==> src/rtl/rca_mul_pkg.sv <==
// Shared types for the shift-and-add multiplier controller: FSM state encoding
// and counter-width helpers.
package rca_mul_pkg;

   typedef enum logic [1:0] {
      IDLE = 2'b00,
      CALC = 2'b01,
      DONE = 2'b10
   } state_t;

   localparam int N_DEFAULT = 8;
   localparam int CNT_W     = $clog2(N_DEFAULT + 1);

   // The counter must hold 0..N, so its width follows the operand width.
   function automatic int cnt_width(input int n);
      return $clog2(n + 1);
   endfunction

endpackage

==> src/rtl/rca_Nbits.sv <==
// N-bit ripple-carry adder: the single adder shared by the multiplier datapath.
module rca_Nbits #(
   parameter int N = 8
) (
   input  logic [N-1:0] a,
   input  logic [N-1:0] b,
   input  logic         cin,
   output logic [N-1:0] sum,
   output logic         cout
);

   logic [N:0] carry;

   always_comb begin
      carry    = '0;
      sum      = '0;
      carry[0] = cin;
      for (int i = 0; i < N; i++) begin
         sum[i]       = a[i] ^ b[i] ^ carry[i];
         carry[i + 1] = (a[i] & b[i]) | (carry[i] & (a[i] ^ b[i]));
      end
      cout = carry[N];
   end

endmodule

==> src/rtl/rca_shift_add_mul_ctrl.sv <==
// Sequential unsigned shift-and-add multiplier reusing one rca_Nbits over N cycles.
// Optional macro RCA_MUL_EARLY_TERM_EN finishes early once the remaining multiplier bits are zero.
module rca_shift_add_mul_ctrl
   import rca_mul_pkg::*;
#(
   parameter int N = 8
) (
   input  logic           clk,
   input  logic           rst,
   input  logic           start_valid,
   output logic           start_ready,
   input  logic [N-1:0]   a_in,
   input  logic [N-1:0]   b_in,
   output logic           res_valid,
   input  logic           res_ready,
   output logic [2*N-1:0] product,
   output logic           busy
);

   localparam int CW = cnt_width(N);
   localparam logic [CW-1:0] LAST_CNT = CW'(N - 1);

   state_t state, state_next;

   logic [N-1:0]   mcand;
   logic [2*N-1:0] p;
   logic [2*N-1:0] p_next;
   logic [CW-1:0]  cnt;
   logic [N-1:0]   addend;
   logic [N-1:0]   sum;
   logic           carry;
   logic           calc_end;

   assign addend = p[0] ? mcand : '0;

   rca_Nbits #(.N(N)) u_adder (
      .a    (p[2*N-1:N]),
      .b    (addend),
      .cin  (1'b0),
      .sum  (sum),
      .cout (carry)
   );

`ifdef RCA_MUL_EARLY_TERM_EN
   logic [N-1:0]  remain_mask;
   logic [CW-1:0] shift_amt;
   logic          early;

   // Once the unconsumed multiplier bits are all zero, every remaining step is a
   // pure right shift, so the whole alignment is applied at once.
   always_comb begin
      remain_mask = {N{1'b1}} >> cnt;
      shift_amt   = CW'(N) - cnt;
      early       = ((p[N-1:0] & remain_mask) == '0);
      p_next      = early ? (p >> shift_amt) : {carry, sum, p[N-1:1]};
      calc_end    = early || (cnt == LAST_CNT);
   end
`else
   always_comb begin
      p_next   = {carry, sum, p[N-1:1]};
      calc_end = (cnt == LAST_CNT);
   end
`endif

   assign start_ready = (state == IDLE);
   assign res_valid   = (state == DONE);
   assign busy        = (state != IDLE);

   always_comb begin
      state_next = state;
      unique case (state)
         IDLE:    if (start_valid) state_next = CALC;
         CALC:    if (calc_end)    state_next = DONE;
         DONE:    if (res_ready)   state_next = IDLE;
         default:                  state_next = IDLE;
      endcase
   end

   always_ff @(posedge clk) begin
      if (rst) begin
         state   <= IDLE;
         mcand   <= '0;
         p       <= '0;
         cnt     <= '0;
         product <= '0;
      end else begin
         state <= state_next;
         unique case (state)
            IDLE: begin
               if (start_valid) begin
                  mcand <= a_in;
                  p     <= {{N{1'b0}}, b_in};
                  cnt   <= '0;
               end
            end
            CALC: begin
               p   <= p_next;
               cnt <= cnt + CW'(1);
               if (calc_end) product <= p_next;
            end
            default: begin
            end
         endcase
      end
   end

endmodule
==> config.mk <==
export PLATFORM = sky130hd
export DESIGN_NAME = rca_shift_add_mul_ctrl
export DESIGN_NICKNAME = d
export VERILOG_FILES = /design/src/rtl/rca_mul_pkg.sv /design/src/rtl/rca_Nbits.sv /design/src/rtl/rca_shift_add_mul_ctrl.sv
export SDC_FILE = /design/constraint.sdc
export NUM_CORES = 1
export LEC_CHECK = 0
export ABC_AREA = 1
export CAP_MARGIN = 20
export CORE_MARGIN = 4
export CORE_UTILIZATION = 47
export CTS_CLUSTER_DIAMETER = 200
export DETAILED_ROUTE_END_ITERATION = 6
export PLACE_DENSITY_LB_ADDON = 0.25
export SYNTH_ARGS = -nofsm -noshare
export SYNTH_HDL_FRONTEND = slang
export SYNTH_SLANG_ARGS = --single-unit
==> constraint.sdc <==
create_clock -name clk -period 3.4 [get_ports clk]
set_clock_uncertainty 0.1 [all_clocks]
set_input_delay 0.34 -clock clk [delete_from_list [all_inputs] [get_ports clk]]
set_output_delay 0.34 -clock clk [all_outputs]
set_load 0.01 [all_outputs]
==> flow_summary.json <==
{
  "rows": 24,
  "portBuffers": 38,
  "grt_antenna_before_repair": 0,
  "combPwrFrac_pct": 12.1,
  "drive_above_1_share_pct": 9.38,
  "synth_area_leaders": "dfxtp_1 42%, nand2_1 17%, nor2_1 11%, inv_1 6.7%, fa_1 6.4%",
  "critPathLaunchType": "flop",
  "async_reset_ff_share_pct": 0,
  "synthesis.nets": 346,
  "fin_total_pwr_mw": 1.04,
  "track_usage_pct": 16.3,
  "grt_busiest_layer": "met2",
  "post-route-min-period_ps": 3450,
  "setup_ws_ps": -53.6,
  "grt_pass1_wl_mm": 7.82,
  "relSlewSlack_pct": 31.5,
  "reg2reg_depth": 17,
  "grt_max_degree": 29,
  "grt_pass1_vias": 1775,
  "clk_pin_slew_ps": 80,
  "p_leak_nw": 1.20,
  "syn_avg_cell_area_um2": 6.90,
  "drtAntennaViolNets": 0,
  "pwr-share-clk_pct": 32.6,
  "slew_viol_final": 0,
  "switching_power_uw": 261,
  "tns_ps": -97.5,
  "reg2reg_slack_ps": -50,
  "fp.dieH_um": 76.2,
  "crit_cells": 17,
  "met1_usage_pct": 20.4,
  "cp.required_ps": 3540,
  "hold_start": "p[11]$_SDFFE_PP0P_",
  "antenna_cells": 0,
  "hold_end": "p[11]$_SDFFE_PP0P_",
  "hold_depth": 2,
  "timing.fmax_ghz": 0.290,
  "use_met2_pct": 27.2,
  "cp_slowest_stage_delay_ps": 410,
  "rsz0062_at_grt": "yes",
  "syn-instance-count": 317,
  "clkSinkCount": 46,
  "place.gp.congestion": 0.809,
  "crit_path_end_kind": "flop",
  "critPathBufInv": 6,
  "fin_crit_sh_pct": 102,
  "crit_path_cell_trace": "nand2_1, inv_1, ha_1, inv_1, fa_2, fa_2, fa_2, inv_2, fa_1, inv_1, fa_2, inv_2, fa_2, inv_1, fa_2, or2_1, a21oi_2",
  "ys_seq_area_share_pct": 42.1,
  "peakVddDrop_mv": 0.362,
  "cp_data_arrival_time_ps": 3590,
  "cts_hold_buf": 0,
  "worst_pin_slew_ps": 1030,
  "cts_tree": "done",
  "synth_top_area_share_pct": 42.1,
  "violations": "negative setup slack",
  "die_area_mm2": 0.00581,
  "via_per_inst": 4.65,
  "synth_cell_types": 21,
  "synth_seq_cells": 46,
  "r2r-start": "p[0]$_SDFFE_PP0P_",
  "crit_family": "adder cells",
  "synth_common_cells": "98 x nand2_1, 63 x nor2_1, 46 x dfxtp_1",
  "p_int_uw": 778,
  "dp_hpwl_mm": 3.12,
  "wire_per_inst_um": 10.8,
  "p_seq_share_pct": 55.2,
  "nets": 380,
  "vias": 1880,
  "fillers": 434,
  "crit_fanout": 2,
  "numCtsBuffers": 5,
  "cap_viol_max_count": 0,
  "p_sw_share_pct": 25.1,
  "drt_iter0_markers": 139,
  "hold_viol_final": 0,
  "critPathSlowestCell": "fa_2",
  "drc": 0,
  "cts_htree_levels": 2,
  "initial_core_util_pct": 49.2,
  "drtPass1Iterations": 4,
  "crit_top_cell": "fa_2",
  "status": "complete, but fails checks",
  "routed_wl_mm": 4.38,
  "setup_viol": 2,
  "overflow": 0,
  "root_buffer": "clkbuf_8",
  "synth_most_common_cell": "nand2_1",
  "yosys_warnings": 0,
  "dieWidth_um": 76.2,
  "hold_class": "flop to flop",
  "synthesis.area_mm2": 0.00219,
  "clock_path_buffers": 2,
  "synth_edf_count": 0,
  "crit_type": "flop to flop",
  "synth_top_cell_by_area": "dfxtp_1",
  "power.density_mw_per_mm2": 387,
  "syn2layout_area_growth_pct": 22.5,
  "r2r_end": "p[14]$_SDFFE_PP0P_",
  "synth-main-ff-cell": "dfxtp_1",
  "pin_count": 39,
  "use_met3_pct": 4.85,
  "clk_latency_ps": 290,
  "core-area_mm2": 0.00444
}
sequential cells by signal, indices dropped and copies added (netlist names):
signal	count
cnt	4
mcand	8
p	16
product	16
state	2
cells in the final DEF, fill, tap and decap left out:
cell             netlist  routed
clkinv_2               0       1
o21ai_0                8       8
clkbuf_8               0       6
inv_1                 39      37
o21ai_2                1       1
dfxtp_2                0       2
nor2_2                 3       3
clkdlybuf4s50_1        0      38
nor2_1                63      63
fa_2                   0       6
clkbuf_1               4       1
a21oi_2                0       2
buf_4                  2       4
or2_2                  5       4
o21ai_1                1       1
dfxtp_1               46      44
or2_4                  0       1
nand2_1               98      98
a21oi_1               19      17
or2_1                  1       1
nand3_1                8       8
inv_2                  1       3
fa_1                   7       1
ha_1                   2       2
area by class of cell:
cell class                      instances  area [um^2]  share of cell area (%)
Multi-Input combinational cell        216         1040                    38.8
Sequential cell                        46          923                    34.5
Timing Repair Buffer                   42          410                    15.3
Inverter                               40          150                    5.60
Clock buffer                            7         86.3                    3.22
Tap cell                               52         65.1                    2.43
Clock inverter                          1         5.00                   0.187
how the worst max path moves through the flow:
stage	to	slack (ps)	startpoint
floorplan	product[14]$_SDFFE_PP0P_	-60	p[0]$_SDFFE_PP0P_
global placement	product[14]$_SDFFE_PP0P_	-40	mcand[0]$_SDFFE_PP0P_
detailed placement	product[14]$_SDFFE_PP0P_	-70	mcand[0]$_SDFFE_PP0P_
CTS	p[15]$_SDFFE_PP0P_	-30	mcand[0]$_SDFFE_PP0P_
global route	product[14]$_SDFFE_PP0P_	-200	mcand[0]$_SDFFE_PP0P_
finish	p[14]$_SDFFE_PP0P_	-50	p[0]$_SDFFE_PP0P_
power groups by stage:
stage | Clock [mW] | Combinational, mW | Sequential [mW]
floorplan | 0 | 0.0912 | 0.582
global placement | 0 | 0.124 | 0.584
detailed placement | 0 | 0.126 | 0.586
CTS | 0.350 | 0.126 | 0.573
global route | 0.373 | 0.146 | 0.577
finish | 0.339 | 0.126 | 0.574
through the flow:
step,utilization (%),setup WS [ps],hold WS (ps),cells,cell area [um^2]
after detailed placement,57.9,-73.4,356,396,2570
after floorplan,-,-64.3,309,317,2210
final,60.3,-53.6,368,404,2680
after global placement,57.9,-43.9,351,396,2570
after global routing,60.3,-197,398,404,2680
after CTS,60.1,-29.4,370,404,2670
worst reg2reg max path: stages, from the launching register on:
cell	delay, ps
dfxtp_2	340
nand2_1	50
inv_1	50
ha_1	120
inv_1	50
fa_2	340
fa_2	370
fa_2	340
inv_2	60
fa_1	150
inv_1	50
fa_2	340
inv_2	60
fa_2	170
inv_1	50
fa_2	410
or2_1	250
a21oi_2	110
cells by family after synthesis:
kind of cell	share of synthesized area, %
buffers and inverters	11.5
DFF	42.1
adders and majority gates	7.55
and+or+nand+nor	32.0
AOI/OAI and AO/OA	6.80
per-layer routing:
layer,wire (um),share of wire [%],up-vias
met5,0,0,-
met4,54,1.2,0
met3,268,6.1,5
met2,1950,45,46
met1,2110,48,821
li1,-,-,1008
repair_timing:
| item | in CTS | in global routing |
|---|---|---|
| setup buffers | 0 | 0 |
| pin swaps | 1 | 4 |
| endpoints found under the setup margin | 3 | 3 |
| resized for setup | 5 | 3 |
(Power assumes the default switching activity.)
